==> src/rtl/riscv_pkg.sv <==
// Shared core definitions: opcodes, branch conditions, ALU and mul/div encodings,
// and the execute-stage mul/div FSM states.
package riscv_pkg;

    localparam logic [6:0] OP_BRANCH = 7'h63;
    localparam logic [6:0] OP_JAL    = 7'h6F;
    localparam logic [6:0] OP_JALR   = 7'h67;
    localparam logic [6:0] OP_OP     = 7'h33;

    localparam logic [2:0] BR_EQ  = 3'd0;
    localparam logic [2:0] BR_NE  = 3'd1;
    localparam logic [2:0] BR_LT  = 3'd4;
    localparam logic [2:0] BR_GE  = 3'd5;
    localparam logic [2:0] BR_LTU = 3'd6;
    localparam logic [2:0] BR_GEU = 3'd7;

    typedef enum logic [3:0] {
        ALU_ADD   = 4'd0,
        ALU_SUB   = 4'd1,
        ALU_SLL   = 4'd2,
        ALU_SLT   = 4'd3,
        ALU_SLTU  = 4'd4,
        ALU_XOR   = 4'd5,
        ALU_SRL   = 4'd6,
        ALU_SRA   = 4'd7,
        ALU_OR    = 4'd8,
        ALU_AND   = 4'd9,
        ALU_PASSB = 4'd10
    } alu_op_e;

    typedef enum logic [2:0] {
        MD_MUL    = 3'd0,
        MD_MULH   = 3'd1,
        MD_MULHSU = 3'd2,
        MD_MULHU  = 3'd3,
        MD_DIV    = 3'd4,
        MD_DIVU   = 3'd5,
        MD_REM    = 3'd6,
        MD_REMU   = 3'd7
    } md_op_e;

    typedef enum logic [1:0] {
        IDLE = 2'd0,
        BUSY = 2'd1,
        DONE = 2'd2
    } md_state_e;

    // Divide and remainder ops all have funct3[2] set.
    function automatic logic md_is_div(md_op_e op);
        return op[2];
    endfunction

    // rs1 is treated as signed by MULH, MULHSU, DIV and REM.
    function automatic logic md_a_signed(md_op_e op);
        return (op == MD_MULH) || (op == MD_MULHSU) || (op == MD_DIV) || (op == MD_REM);
    endfunction

    // rs2 is treated as signed by MULH, DIV and REM.
    function automatic logic md_b_signed(md_op_e op);
        return (op == MD_MULH) || (op == MD_DIV) || (op == MD_REM);
    endfunction

endpackage

==> src/rtl/execute_pipe_if.sv <==
// ID/EX -> EX/MEM bundle for the execute stage.
// Handshake: an instruction is taken on a rising clk edge where in_valid && in_ready
// and flush is low; the producer holds its fields stable while in_valid is high and
// in_ready is low. out_valid marks a result; while out_valid && out_stall every out_*
// and redirect field stays frozen until the consumer drops out_stall.
interface execute_pipe_if #(parameter int XLEN = 32);
    import riscv_pkg::*;

    logic            in_valid;
    logic            in_ready;
    logic [6:0]      opcode;
    logic [2:0]      funct3;
    logic            is_muldiv;
    logic            alusrc;
    logic [3:0]      aluctrl;
    logic            addupper;
    logic            jbmux;
    logic [XLEN-1:0] rs1;
    logic [XLEN-1:0] rs2;
    logic [XLEN-1:0] imm;
    logic [XLEN-1:0] pc;
    logic [4:0]      rd;
    logic            flush;
    logic            out_stall;
    logic            out_valid;
    logic [XLEN-1:0] out_result;
    logic [4:0]      out_rd;
    logic [XLEN-1:0] out_rs2;
    logic            redirect;
    logic [XLEN-1:0] redirect_pc;
    md_state_e       fsm_state;

    modport master (
        output in_valid, opcode, funct3, is_muldiv, alusrc, aluctrl, addupper, jbmux,
               rs1, rs2, imm, pc, rd, flush, out_stall,
        input  in_ready, out_valid, out_result, out_rd, out_rs2, redirect, redirect_pc,
               fsm_state
    );

    modport slave (
        input  in_valid, opcode, funct3, is_muldiv, alusrc, aluctrl, addupper, jbmux,
               rs1, rs2, imm, pc, rd, flush, out_stall,
        output in_ready, out_valid, out_result, out_rd, out_rs2, redirect, redirect_pc,
               fsm_state
    );

endinterface

==> src/rtl/alu.sv <==
// Shared integer ALU used by the execute stage.
module alu
    import riscv_pkg::*;
#(
    parameter int XLEN = 32
) (
    input  logic [XLEN-1:0] a,
    input  logic [XLEN-1:0] b,
    input  alu_op_e         op,
    output logic [XLEN-1:0] y
);

    localparam int SW = $clog2(XLEN);

    logic [SW-1:0] shamt;
    assign shamt = b[SW-1:0];

    // Pure combinational operation select.
    always_comb begin
        y = '0;
        case (op)
            ALU_ADD:   y = a + b;
            ALU_SUB:   y = a - b;
            ALU_SLL:   y = a << shamt;
            ALU_SLT:   y = {{(XLEN-1){1'b0}}, ($signed(a) < $signed(b))};
            ALU_SLTU:  y = {{(XLEN-1){1'b0}}, (a < b)};
            ALU_XOR:   y = a ^ b;
            ALU_SRL:   y = a >> shamt;
            ALU_SRA:   y = $signed(a) >>> shamt;
            ALU_OR:    y = a | b;
            ALU_AND:   y = a & b;
            ALU_PASSB: y = b;
            default:   y = '0;
        endcase
    end

endmodule

==> src/rtl/muldiv_iter.sv <==
// Iterative multiply/divide: one shift-add or restoring-divide step per cycle on
// operand magnitudes, with sign fix-up applied combinationally to the final value.
module muldiv_iter
    import riscv_pkg::*;
#(
    parameter int XLEN = 32
) (
    input  logic            clk,
    input  logic            rst,
    input  logic            kill,
    input  logic            start,
    input  md_op_e          op,
    input  logic [XLEN-1:0] a,
    input  logic [XLEN-1:0] b,
    output logic            busy,
    output logic            done,
    output logic [XLEN-1:0] result
);

    localparam int CW = $clog2(XLEN);

    logic [CW-1:0]     count;
    logic [2*XLEN-1:0] acc;        // mul: {high, low/multiplier}; div: {remainder, quotient}
    logic [XLEN-1:0]   mag_op;     // multiplicand or divisor magnitude
    md_op_e            op_q;
    logic              neg_q;      // product or quotient must be negated
    logic              neg_r;      // remainder must be negated
    logic              div0;

    logic              a_neg, b_neg;
    logic [XLEN-1:0]   mag_a, mag_b;
    logic [XLEN:0]     mul_sum;
    logic [XLEN:0]     div_shift, div_diff;
    logic [2*XLEN-1:0] acc_next;

    assign a_neg = md_a_signed(op) & a[XLEN-1];
    assign b_neg = md_b_signed(op) & b[XLEN-1];
    assign mag_a = a_neg ? -a : a;
    assign mag_b = b_neg ? -b : b;

    // The step completing this cycle is the last one.
    assign done = busy && (count == '0);

    // One iteration of the active algorithm.
    always_comb begin
        mul_sum   = {1'b0, acc[2*XLEN-1:XLEN]} + (acc[0] ? {1'b0, mag_op} : '0);
        div_shift = {acc[2*XLEN-1:XLEN], acc[XLEN-1]};
        div_diff  = div_shift - {1'b0, mag_op};
        acc_next  = {mul_sum, acc[XLEN-1:1]};
        if (md_is_div(op_q)) begin
            if (!div_diff[XLEN]) acc_next = {div_diff[XLEN-1:0], acc[XLEN-2:0], 1'b1};
            else                 acc_next = {div_shift[XLEN-1:0], acc[XLEN-2:0], 1'b0};
        end
    end

    // Operand latch on start, then one step per cycle until the count runs out.
    always_ff @(posedge clk) begin
        if (rst) begin
            busy   <= 1'b0;
            count  <= '0;
            acc    <= '0;
            mag_op <= '0;
            op_q   <= MD_MUL;
            neg_q  <= 1'b0;
            neg_r  <= 1'b0;
            div0   <= 1'b0;
        end else if (kill) begin
            busy  <= 1'b0;
            count <= '0;
        end else if (start) begin
            busy  <= 1'b1;
            count <= CW'(XLEN - 1);
            op_q  <= op;
            neg_q <= a_neg ^ b_neg;
            neg_r <= a_neg;
            div0  <= (b == '0);
            if (md_is_div(op)) begin
                acc    <= {{XLEN{1'b0}}, mag_a};
                mag_op <= mag_b;
            end else begin
                acc    <= {{XLEN{1'b0}}, mag_b};
                mag_op <= mag_a;
            end
        end else if (busy) begin
            acc <= acc_next;
            if (count == '0) busy <= 1'b0;
            else             count <= count - 1'b1;
        end
    end

    logic [2*XLEN-1:0] prod;
    logic [XLEN-1:0]   quo, rem;
    assign prod = neg_q ? -acc : acc;
    assign quo  = acc[XLEN-1:0];
    assign rem  = acc[2*XLEN-1:XLEN];

    // Final result select with sign and divide-by-zero handling.
    always_comb begin
        result = '0;
        case (op_q)
            MD_MUL:    result = prod[XLEN-1:0];
            MD_MULH,
            MD_MULHSU,
            MD_MULHU:  result = prod[2*XLEN-1:XLEN];
            MD_DIV:    result = div0 ? '1 : (neg_q ? -quo : quo);
            MD_DIVU:   result = div0 ? '1 : quo;
            MD_REM:    result = neg_r ? -rem : rem;
            MD_REMU:   result = rem;
            default:   result = '0;
        endcase
    end

endmodule

==> src/rtl/execute_pipe.sv <==
// Pipelined execute stage: ALU, branch resolution, PC redirect and a registered
// EX/MEM result; M-extension ops go to the iterative mul/div unit.
module execute_pipe
    import riscv_pkg::*;
#(
    parameter int XLEN      = 32,
    parameter bit MD_ENABLE = 1'b1
) (
    input logic           clk,
    input logic           rst,
    execute_pipe_if.slave bus
);

    md_state_e       state, state_next;
    logic            hold, accept, md_start, sc_accept;
    logic [XLEN-1:0] alu_a, alu_b, alu_y;
    logic [XLEN-1:0] target, pc_plus4, sc_result;
    logic            br_cond, is_branch, is_jump, take;
    logic            md_busy, md_done;
    logic [XLEN-1:0] md_result;
    logic [4:0]      md_rd;
    logic [XLEN-1:0] md_rs2;
    md_op_e          md_op;

    assign hold         = bus.out_valid && bus.out_stall;
    assign bus.in_ready = (state == IDLE) && !md_busy && !hold;
    assign accept       = bus.in_valid && bus.in_ready && !bus.flush;
    assign md_start     = accept && bus.is_muldiv && MD_ENABLE;
    assign sc_accept    = accept && !md_start;
    assign md_op        = md_op_e'(bus.funct3);
    assign bus.fsm_state = state;

    assign alu_a = bus.addupper ? bus.pc : bus.rs1;
    assign alu_b = bus.alusrc ? bus.imm : bus.rs2;

    alu #(.XLEN(XLEN)) u_alu (
        .a  (alu_a),
        .b  (alu_b),
        .op (alu_op_e'(bus.aluctrl)),
        .y  (alu_y)
    );

    // Branch condition from the raw register operands.
    always_comb begin
        br_cond = 1'b0;
        case (bus.funct3)
            BR_EQ:   br_cond = (bus.rs1 == bus.rs2);
            BR_NE:   br_cond = (bus.rs1 != bus.rs2);
            BR_LT:   br_cond = ($signed(bus.rs1) <  $signed(bus.rs2));
            BR_GE:   br_cond = ($signed(bus.rs1) >= $signed(bus.rs2));
            BR_LTU:  br_cond = (bus.rs1 <  bus.rs2);
            BR_GEU:  br_cond = (bus.rs1 >= bus.rs2);
            default: br_cond = 1'b0;
        endcase
    end

    assign is_branch = (bus.opcode == OP_BRANCH);
    assign is_jump   = (bus.opcode == OP_JAL) || (bus.opcode == OP_JALR);
    assign take      = is_jump || (is_branch && br_cond);
    assign target    = bus.jbmux ? (alu_y & ~XLEN'(1)) : (bus.pc + bus.imm);
    assign pc_plus4  = bus.pc + XLEN'(4);
    // With the mul/div unit absent, M-extension ops retire here with a zero result.
    assign sc_result = is_jump ? pc_plus4 : (bus.is_muldiv ? '0 : alu_y);

    generate
        if (MD_ENABLE) begin : g_md
            muldiv_iter #(.XLEN(XLEN)) u_md (
                .clk    (clk),
                .rst    (rst),
                .kill   (bus.flush),
                .start  (md_start),
                .op     (md_op),
                .a      (bus.rs1),
                .b      (bus.rs2),
                .busy   (md_busy),
                .done   (md_done),
                .result (md_result)
            );
        end else begin : g_no_md
            assign md_busy   = 1'b0;
            assign md_done   = 1'b0;
            assign md_result = '0;
        end
    endgenerate

    // Mul/div FSM state register.
    always_ff @(posedge clk) begin
        if (rst) state <= IDLE;
        else     state <= state_next;
    end

    // Mul/div FSM next state; flush always returns to IDLE.
    always_comb begin
        state_next = state;
        case (state)
            IDLE:    if (md_start) state_next = BUSY;
            BUSY:    if (md_done)  state_next = DONE;
            DONE:    if (!hold)    state_next = IDLE;
            default: state_next = IDLE;
        endcase
        if (bus.flush) state_next = IDLE;
    end

    // Destination and store data of the mul/div op, held until it retires.
    always_ff @(posedge clk) begin
        if (rst) begin
            md_rd  <= '0;
            md_rs2 <= '0;
        end else if (md_start) begin
            md_rd  <= bus.rd;
            md_rs2 <= bus.rs2;
        end
    end

    // EX/MEM result register: flush wins, then stall hold, then new results.
    always_ff @(posedge clk) begin
        if (rst) begin
            bus.out_valid   <= 1'b0;
            bus.out_result  <= '0;
            bus.out_rd      <= '0;
            bus.out_rs2     <= '0;
            bus.redirect    <= 1'b0;
            bus.redirect_pc <= '0;
        end else if (bus.flush) begin
            bus.out_valid <= 1'b0;
            bus.redirect  <= 1'b0;
        end else if (hold) begin
            bus.out_valid <= 1'b1;
        end else if (sc_accept) begin
            bus.out_valid   <= 1'b1;
            bus.out_result  <= sc_result;
            bus.out_rd      <= bus.rd;
            bus.out_rs2     <= bus.rs2;
            bus.redirect    <= take;
            bus.redirect_pc <= target;
        end else if (state == DONE) begin
            bus.out_valid  <= 1'b1;
            bus.out_result <= md_result;
            bus.out_rd     <= md_rd;
            bus.out_rs2    <= md_rs2;
            bus.redirect   <= 1'b0;
        end else begin
            bus.out_valid <= 1'b0;
            bus.redirect  <= 1'b0;
        end
    end

endmodule
==> src/flat_wrapper.sv <==
// flat-port wrapper written by rule: the top's interface ports become plain ports
module execute_pipe_flat import riscv_pkg::*;
#(
    parameter int XLEN      = 32,
    parameter bit MD_ENABLE = 1'b1
)
  (clk, rst, bus_in_valid, bus_opcode, bus_funct3, bus_is_muldiv, bus_alusrc, bus_aluctrl, bus_addupper, bus_jbmux, bus_rs1, bus_rs2, bus_imm, bus_pc, bus_rd, bus_flush, bus_out_stall, bus_in_ready, bus_out_valid, bus_out_result, bus_out_rd, bus_out_rs2, bus_redirect, bus_redirect_pc, bus_fsm_state);
  execute_pipe_if #(.XLEN(XLEN)) bus_i ();
  input logic clk;
  input logic rst;
  input wire logic [$bits(bus_i.in_valid)-1:0] bus_in_valid;
  input wire logic [$bits(bus_i.opcode)-1:0] bus_opcode;
  input wire logic [$bits(bus_i.funct3)-1:0] bus_funct3;
  input wire logic [$bits(bus_i.is_muldiv)-1:0] bus_is_muldiv;
  input wire logic [$bits(bus_i.alusrc)-1:0] bus_alusrc;
  input wire logic [$bits(bus_i.aluctrl)-1:0] bus_aluctrl;
  input wire logic [$bits(bus_i.addupper)-1:0] bus_addupper;
  input wire logic [$bits(bus_i.jbmux)-1:0] bus_jbmux;
  input wire logic [$bits(bus_i.rs1)-1:0] bus_rs1;
  input wire logic [$bits(bus_i.rs2)-1:0] bus_rs2;
  input wire logic [$bits(bus_i.imm)-1:0] bus_imm;
  input wire logic [$bits(bus_i.pc)-1:0] bus_pc;
  input wire logic [$bits(bus_i.rd)-1:0] bus_rd;
  input wire logic [$bits(bus_i.flush)-1:0] bus_flush;
  input wire logic [$bits(bus_i.out_stall)-1:0] bus_out_stall;
  output wire logic [$bits(bus_i.in_ready)-1:0] bus_in_ready;
  output wire logic [$bits(bus_i.out_valid)-1:0] bus_out_valid;
  output wire logic [$bits(bus_i.out_result)-1:0] bus_out_result;
  output wire logic [$bits(bus_i.out_rd)-1:0] bus_out_rd;
  output wire logic [$bits(bus_i.out_rs2)-1:0] bus_out_rs2;
  output wire logic [$bits(bus_i.redirect)-1:0] bus_redirect;
  output wire logic [$bits(bus_i.redirect_pc)-1:0] bus_redirect_pc;
  output wire logic [$bits(bus_i.fsm_state)-1:0] bus_fsm_state;
  assign bus_i.in_valid = bus_in_valid;
  assign bus_i.opcode = bus_opcode;
  assign bus_i.funct3 = bus_funct3;
  assign bus_i.is_muldiv = bus_is_muldiv;
  assign bus_i.alusrc = bus_alusrc;
  assign bus_i.aluctrl = bus_aluctrl;
  assign bus_i.addupper = bus_addupper;
  assign bus_i.jbmux = bus_jbmux;
  assign bus_i.rs1 = bus_rs1;
  assign bus_i.rs2 = bus_rs2;
  assign bus_i.imm = bus_imm;
  assign bus_i.pc = bus_pc;
  assign bus_i.rd = bus_rd;
  assign bus_i.flush = bus_flush;
  assign bus_i.out_stall = bus_out_stall;
  assign bus_in_ready = bus_i.in_ready;
  assign bus_out_valid = bus_i.out_valid;
  assign bus_out_result = bus_i.out_result;
  assign bus_out_rd = bus_i.out_rd;
  assign bus_out_rs2 = bus_i.out_rs2;
  assign bus_redirect = bus_i.redirect;
  assign bus_redirect_pc = bus_i.redirect_pc;
  assign bus_fsm_state = bus_i.fsm_state;
  execute_pipe #(.XLEN(XLEN), .MD_ENABLE(MD_ENABLE)) u_core (.clk(clk), .rst(rst), .bus(bus_i));
endmodule
==> config.mk <==
export PLATFORM = sky130hd
export DESIGN_NAME = execute_pipe_flat
export DESIGN_NICKNAME = d
export VERILOG_FILES = /design/src/rtl/riscv_pkg.sv /design/src/rtl/execute_pipe_if.sv /design/src/rtl/alu.sv /design/src/rtl/muldiv_iter.sv /design/src/rtl/execute_pipe.sv /design/src/flat_wrapper.sv
export SDC_FILE = /design/constraint.sdc
export NUM_CORES = 2
export LEC_CHECK = 0
export ABC_AREA = 1
export CAP_MARGIN = 30
export CORE_MARGIN = 2
export CORE_UTILIZATION = 30
export DETAILED_ROUTE_END_ITERATION = 8
export MAX_ROUTING_LAYER = met4
export PLACE_DENSITY = 0.45
export SLEW_MARGIN = 30
export SYNTH_ARGS = -nofsm -noshare
export SYNTH_HDL_FRONTEND = slang
export SYNTH_SLANG_ARGS = --single-unit
export TNS_END_PERCENT = 1
==> constraint.sdc <==
create_clock -name clk -period 3.8 [get_ports clk]
set_input_delay 0.76 -clock clk [delete_from_list [all_inputs] [get_ports clk]]
set_output_delay 0.76 -clock clk [all_outputs]
set_load 0.05 [all_outputs]
---- Word level (Yosys, flattened, before mapping) ----
Cells that the tools add are included.
cells by class
  add/sub/neg operators ................... 12
  $lt $le $gt $ge ......................... 6
  equal/unequal tests ..................... 34
  shifts and indexed selects .............. 3
  multiplexer cells ....................... 42
  bitwise gates (word level) .............. 8
  reductions and logical operators ........ 36
operators by type and width
  operator               number
  $mux 32                18
  $pmux 32 s11           1
  $mux 64                5
  $pmux 32 s6            1
  $lt 32x32->1           4
  $neg 32->32            4
  $add 32x32->32         2
  $ge 32x32->1           2
  $neg 64->64            1
  $add 32x32->33         1
  $sub 33x32->33         1
  $add 32x3->32 const B  1
  $and 32x32->32         1
  $eq 32x32->1           1
  $logic_not 32->1       1
  $ne 32x32->1           1
  $or 32x32->32          1
  $shl 32x5->32          1
  $shr 32x5->32          1
  $sshr 32x5->32         1
  $sub 32x32->32         1
  $xor 32x32->32         1
  $mux 5                 5
  $eq 3x3->1 const B     8
  other kinds (31)       77
storage, ports and cells
  flip-flop bits (word level) ............. 250
  input port bits ......................... 156
  output and inout bits ................... 106
  word-level logic and storage cells ...... 158

---- Depth between registers and ports, before layout ----
  depth in word-level cells ............... 10
  mapped depth ............................ 26
  gate-level depth less buffers ........... 23

---- By module ----
A second synthesis with hierarchy kept.
second synthesis, totals
  cell total of the unflattened synthesis .. 6687
  area total of the unflattened synthesis .. 36241.0 um^2
by module, submodules not included
  module        instances  cells each  area an instance (um^2)  sequential area each (um^2)
  muldiv_iter   1          2954        15919.0                  2162.1
  alu           1          2191        10327.4                  0.0
  execute_pipe  1          1542        9994.6                   2842.7

---- Least setup slack after synthesis ----
No wires, ideal clock.
  kind .................................... in2reg
  start ................................... in bus_addupper
  end ..................................... reg u_core.bus.out_result[27]
  library setup time ...................... 0.120 ns
  arrival ................................. 3.228 ns
  required time ........................... 3.680 ns
  slack ................................... 0.452 ns
  stages on the path ...................... 20
  buffers on the path ..................... 3
  cells stage by stage .................... buf_4 buf_6 o21ai_0 inv_1 ha_1 clkbuf_1 inv_1 nand2_1 nor3_1 nand3_1 nand3_1 nand2_1 a21oi_1 nor2_1 nor2_1 nand3_1 nand2_1 nand2_1 nand2_1 a21oi_1
between the ends
  word-level cells in the longest chain between the ends .. 6
  elaborated cells between the ends (all ways) .. 13
  those cells by class .................... add/sub (2); shift (3); mux (5); bitwise (3)
ends and longest elaborated chain
  what                                          line                   source
  start, declared                               flat_wrapper.sv:17     input wire logic [$bits(bus_i.addupper)-1:0] bus_addupper;
  $mux 32 (*)                                   execute_pipe.sv:33     assign alu_a = bus.addupper ? bus.pc : bus.rs1;
  $sub 32x32->32, or another cell as far along  alu.sv:23              ALU_SUB: y = a - b;
  $pmux 32 s11 (*)                              alu.sv:21              case (op)
  $mux 32 (*) (2 in series)                     execute_pipe.sv:63     assign sc_result = is_jump ? pc_plus4 : (bus.is_muldiv ? '0 : alu_y);
  $mux 32 (*)                                   execute_pipe.sv:129    end else if (sc_accept) begin
  end signal, assigned                          execute_pipe.sv:131    bus.out_result <= sc_result;
  end signal, assigned                          execute_pipe.sv:138    bus.out_result <= md_result;
  end, declared                                 execute_pipe_if.sv:43  output in_ready, out_valid, out_result, out_rd, out_rs2, redirect, redirect_pc,
Mark *: on every way between the ends. The rest lies on a longest branch, timed or not.
A chain may end at the register's enable or synchronous reset.

---- Worst setup path after layout ----
  start ................................... in bus_rs2[27]
  end ..................................... reg u_core.bus.out_result[27]
between the ends
  word-level cells in the longest chain between the ends .. 6
  elaborated cells between the ends (all ways) .. 10
  those cells by class .................... add/sub (2); mux (5); bitwise (3)
ends and longest elaborated chain
  what                                          line                 source
  start, declared                               flat_wrapper.sv:20   input wire logic [$bits(bus_i.rs2)-1:0] bus_rs2;
  $mux 32 (*)                                   execute_pipe.sv:34   assign alu_b = bus.alusrc ? bus.imm : bus.rs2;
  $sub 32x32->32, or another cell as far along  alu.sv:23
  $pmux 32 s11 (*)                              alu.sv:21
  $mux 32 (*) (2 in series)                     execute_pipe.sv:63
  $mux 32 (*)                                   execute_pipe.sv:129
Marks and branches as above.

==> results_dict.tcl <==
set metrics [dict create \
    outcome "finished, final reports clean" \
    drtPass1Iterations 7 \
    netlist_instances 6380 \
    root_buffer "clkbuf_16" \
    synth_area_um2 35130 \
    grt_usage_pct 42.07 \
    clock_path_buffers 3 \
    die-height_um 346.2 \
    p_per_area_nw_per_um2 283.8 \
    instances_no_fill 9090 \
    slew-limit-headroom_pct 34.25 \
    start_util_pct 30.23 \
    drt_iter0_markers 6515 \
    num_vias 50560 \
    slowest_delay_ns 0.59 \
    drcViolationCount 0 \
    seq_area_frac_synth_pct 14.25 \
    leakage_nw 24.67 \
    min_to "u_core.bus.out_rs2[1]" \
    period_needed_ns 3.735 \
    tritoncts "done" \
    async_reset_ff_share_pct 0 \
    ant_nets 0 \
    synth-warning-count 0 \
    routed_wl_um 255200 \
    antenna_found_initial 11 \
    grt_setup_unrepaired "true" \
    layout_commonest_cell "nand2_1" \
    syn2layout_area_growth_pct 39.83 \
    design_area_um2 49120 \
    clk_latency_ns 0.63 \
    layout_common_cells "1834 x nand2_1, 1089 x buf_4, 714 x inv_1" \
    finalWorstSetupSlack_ns 0.06496 \
    crit_chain "clkdlybuf4s50_1 > o21ai_0 > ha_1 > inv_1 > buf_4 > o22ai_1 > nor3_1 > buf_4 > nand2_1 > a31oi_1 > buf_4 > nand3_1 > nand2_1 > nand2_1 > nand2_1 > a21oi_1" \
    reg2reg_from "u_core.g_md.u_md.acc[2]" \
    fin_crit_sh_pct 98.29 \
    crit_arrival_ns 4.23 \
    setup_viol_count_final 0 \
    cts_sinks 250 \
    post-place-ws_ns -1.056 \
    reg2reg_slack_ns 0.11 \
    place_area_um2 47750 \
    grt_pass1_wl_um 351900 \
    crit_top_cell "nand2_1" \
    fin_nets 7931 \
    grt_pass1_vias 46320 \
    cp-start-kind "input port" \
    gp_routability_congestion 1.086 \
    cap_viol_max_count 0 \
    cpMaxStageDelayCell "o21ai_0" \
    drive_gt1_share_pct 17.56 \
    htreeDepth 2 \
    path_clk_slew_ns 0.07 \
    numCtsBuffers 35 \
    core_area_um2 116200 \
    synth_fp_nets 6779 \
    dieArea_um2 119800 \
    hold_viol 0 \
    worst_pin_slew_ns 0.9852 \
    cp_max_fo 4 \
    clock.fmax_mhz 267.7 \
    yosys.cell_types.count 56 \
    finalPower_mw 13.94 \
    rows 125 \
    final-max-slew-violation-count 0 \
    syn_avg_cell_area_um2 5.506 \
    skew_ns 0.04180 \
    hold_path.startpoint "u_core.md_rs2[1]" \
    hp-class "flop to flop" \
    hpwl_um 216800 \
    top_level_ports 262 \
    numPlacedInstances 9018 \
    ys_seq_elements 250 \
    avgViaCountPerCell 5.562 \
    synth_edf_count 0 \
    wl_per_cell_um 28.08 \
    port_buffers 261 \
    overflow 0 \
    synth_ff_type "dfxtp_1" \
    hold_path_depth 2 \
    grt_max_degree 59 \
    reg2reg_depth 13 \
    die_w_um 346.2 \
    end_kind "flop" \
    critPathRequiredTime_ns 4.29 \
    crit_type "input port to flop" \
    final_util_pct 42.27 \
    peakVddDrop_mv 0.2836 \
    r2r-end "u_core.bus.out_result[21]" \
    whs_ns 0.4562 \
    finalSetupTns_ns 0 \
]
synth_stat cells, types with 4 or more instances:
library cell | instances | area share, %
a211oi_1 | 12 | 0.26
a21boi_0 | 11 | 0.24
a21o_1 | 14 | 0.30
a21oi_1 | 509 | 7.3
a221oi_1 | 10 | 0.25
a22oi_1 | 8 | 0.17
a31oi_1 | 76 | 1.4
and2_1 | 4 | 0.071
and3_1 | 4 | 0.071
buf_1 | 23 | 0.25
buf_2 | 65 | 0.93
buf_4 | 16 | 0.34
buf_6 | 5 | 0.16
clkbuf_1 | 182 | 1.9
dfxtp_1 | 250 | 14
fa_1 | 5 | 0.28
ha_1 | 238 | 8.5
inv_1 | 714 | 7.6
inv_2 | 14 | 0.15
nand2_1 | 1836 | 20
nand2_2 | 8 | 0.14
nand3_1 | 689 | 9.8
nand3b_1 | 17 | 0.36
nand4_1 | 116 | 2.1
nor2_1 | 550 | 5.9
nor2_2 | 8 | 0.14
nor3_1 | 90 | 1.3
nor4_1 | 14 | 0.25
o2111ai_1 | 15 | 0.37
o211ai_1 | 69 | 1.5
o21a_1 | 24 | 0.51
o21ai_0 | 441 | 6.3
o21ai_1 | 49 | 0.70
o21ai_2 | 6 | 0.15
o21bai_1 | 33 | 0.71
o221ai_1 | 18 | 0.45
o22ai_1 | 29 | 0.52
o31ai_1 | 4 | 0.085
or2_2 | 36 | 0.64
xnor2_1 | 29 | 0.72
xor2_1 | 114 | 2.8
what timing repair did:
item | in CTS | in global routing
setup buffers | 0 | 1
pin swaps | 0 | 2
gates resized for setup | 4 | 34
endpoints found under the setup margin | 60 | 34
hold buffers | 0 | 0
sequential cells by signal, indices dropped and copies added (netlist names), 32 cells and up:
signal                   flops
u_core.bus.out_rs2          32
u_core.g_md.u_md.mag_op     32
u_core.g_md.u_md.acc        64
u_core.bus.out_result       32
u_core.bus.redirect_pc      32
u_core.md_rs2               32
area by class of cell:
class                   instances  area (um2)
fillers                     12920       67080
multi-input cells            5107       26240
repair buffers               1406       11930
flip-flops and latches        250        5007
inverters                     732        2755
well taps                    1524        1907
clock buffers                  50        1022
clock inverters                14       244.0
diodes                          7       17.52
cells by family (layout without fill, tap and decap cells):
| kind of cell | count (synthesis) | after routing | synth area share (%) |
|---|---|---|---|
| xor gates and xnor gates | 143 | 143 | 3.565 |
| and+or+nand+nor | 3386 | 3386 | 40.69 |
| other | 0 | 7 | 0 |
| DFF | 250 | 250 | 14.25 |
| AOI/OAI and AO/OA | 1335 | 1335 | 21.29 |
| buffers and inverters | 1023 | 2202 | 11.45 |
| adders and majority gates | 243 | 243 | 8.762 |
routing by layer:
metal	part of all wire, %	track usage (%)
met1	45	58.86
met2	40	59.09
met3	10	8.009
met4	4.9	15.88
met5	0	-
worst max path at each step:
| stage | start | to | slack (ns) | cells after the start |
|---|---|---|---|---|
| finish | bus_rs2[27] | u_core.bus.out_result[27] | 0.06 | 16 |
| CTS | bus_rs2[15] | u_core.bus.out_result[25] | 0.01 | 20 |
| global route | bus_imm[5] | u_core.bus.out_result[20] | -0.03 | 22 |
| detailed placement | bus_rs1[0] | u_core.bus.out_result[22] | -1.06 | 22 |
| global placement | bus_rs1[0] | u_core.bus.out_result[22] | -1.11 | 22 |
| floorplan | bus_addupper | u_core.bus.out_result[27] | 0.45 | 20 |
power by group:
part / internal (mW) / switching (mW)
logic: 2.64 / 4.62
clock network: 2.24 / 1.57
registers: 2.73 / 0.151
total: 7.61 / 6.34
critical path: cells and delay by family:
| kind | cells | cell delay (ns) |
|---|---|---|
| adder cells (fa/ha/maj) | 1 | 0.40 |
| buffers and inverters | 5 | 1.25 |
| AO/OA/AOI/OAI | 4 | 0.93 |
| AND/OR/NAND/NOR | 6 | 0.87 |
(Power assumes the default switching activity.)
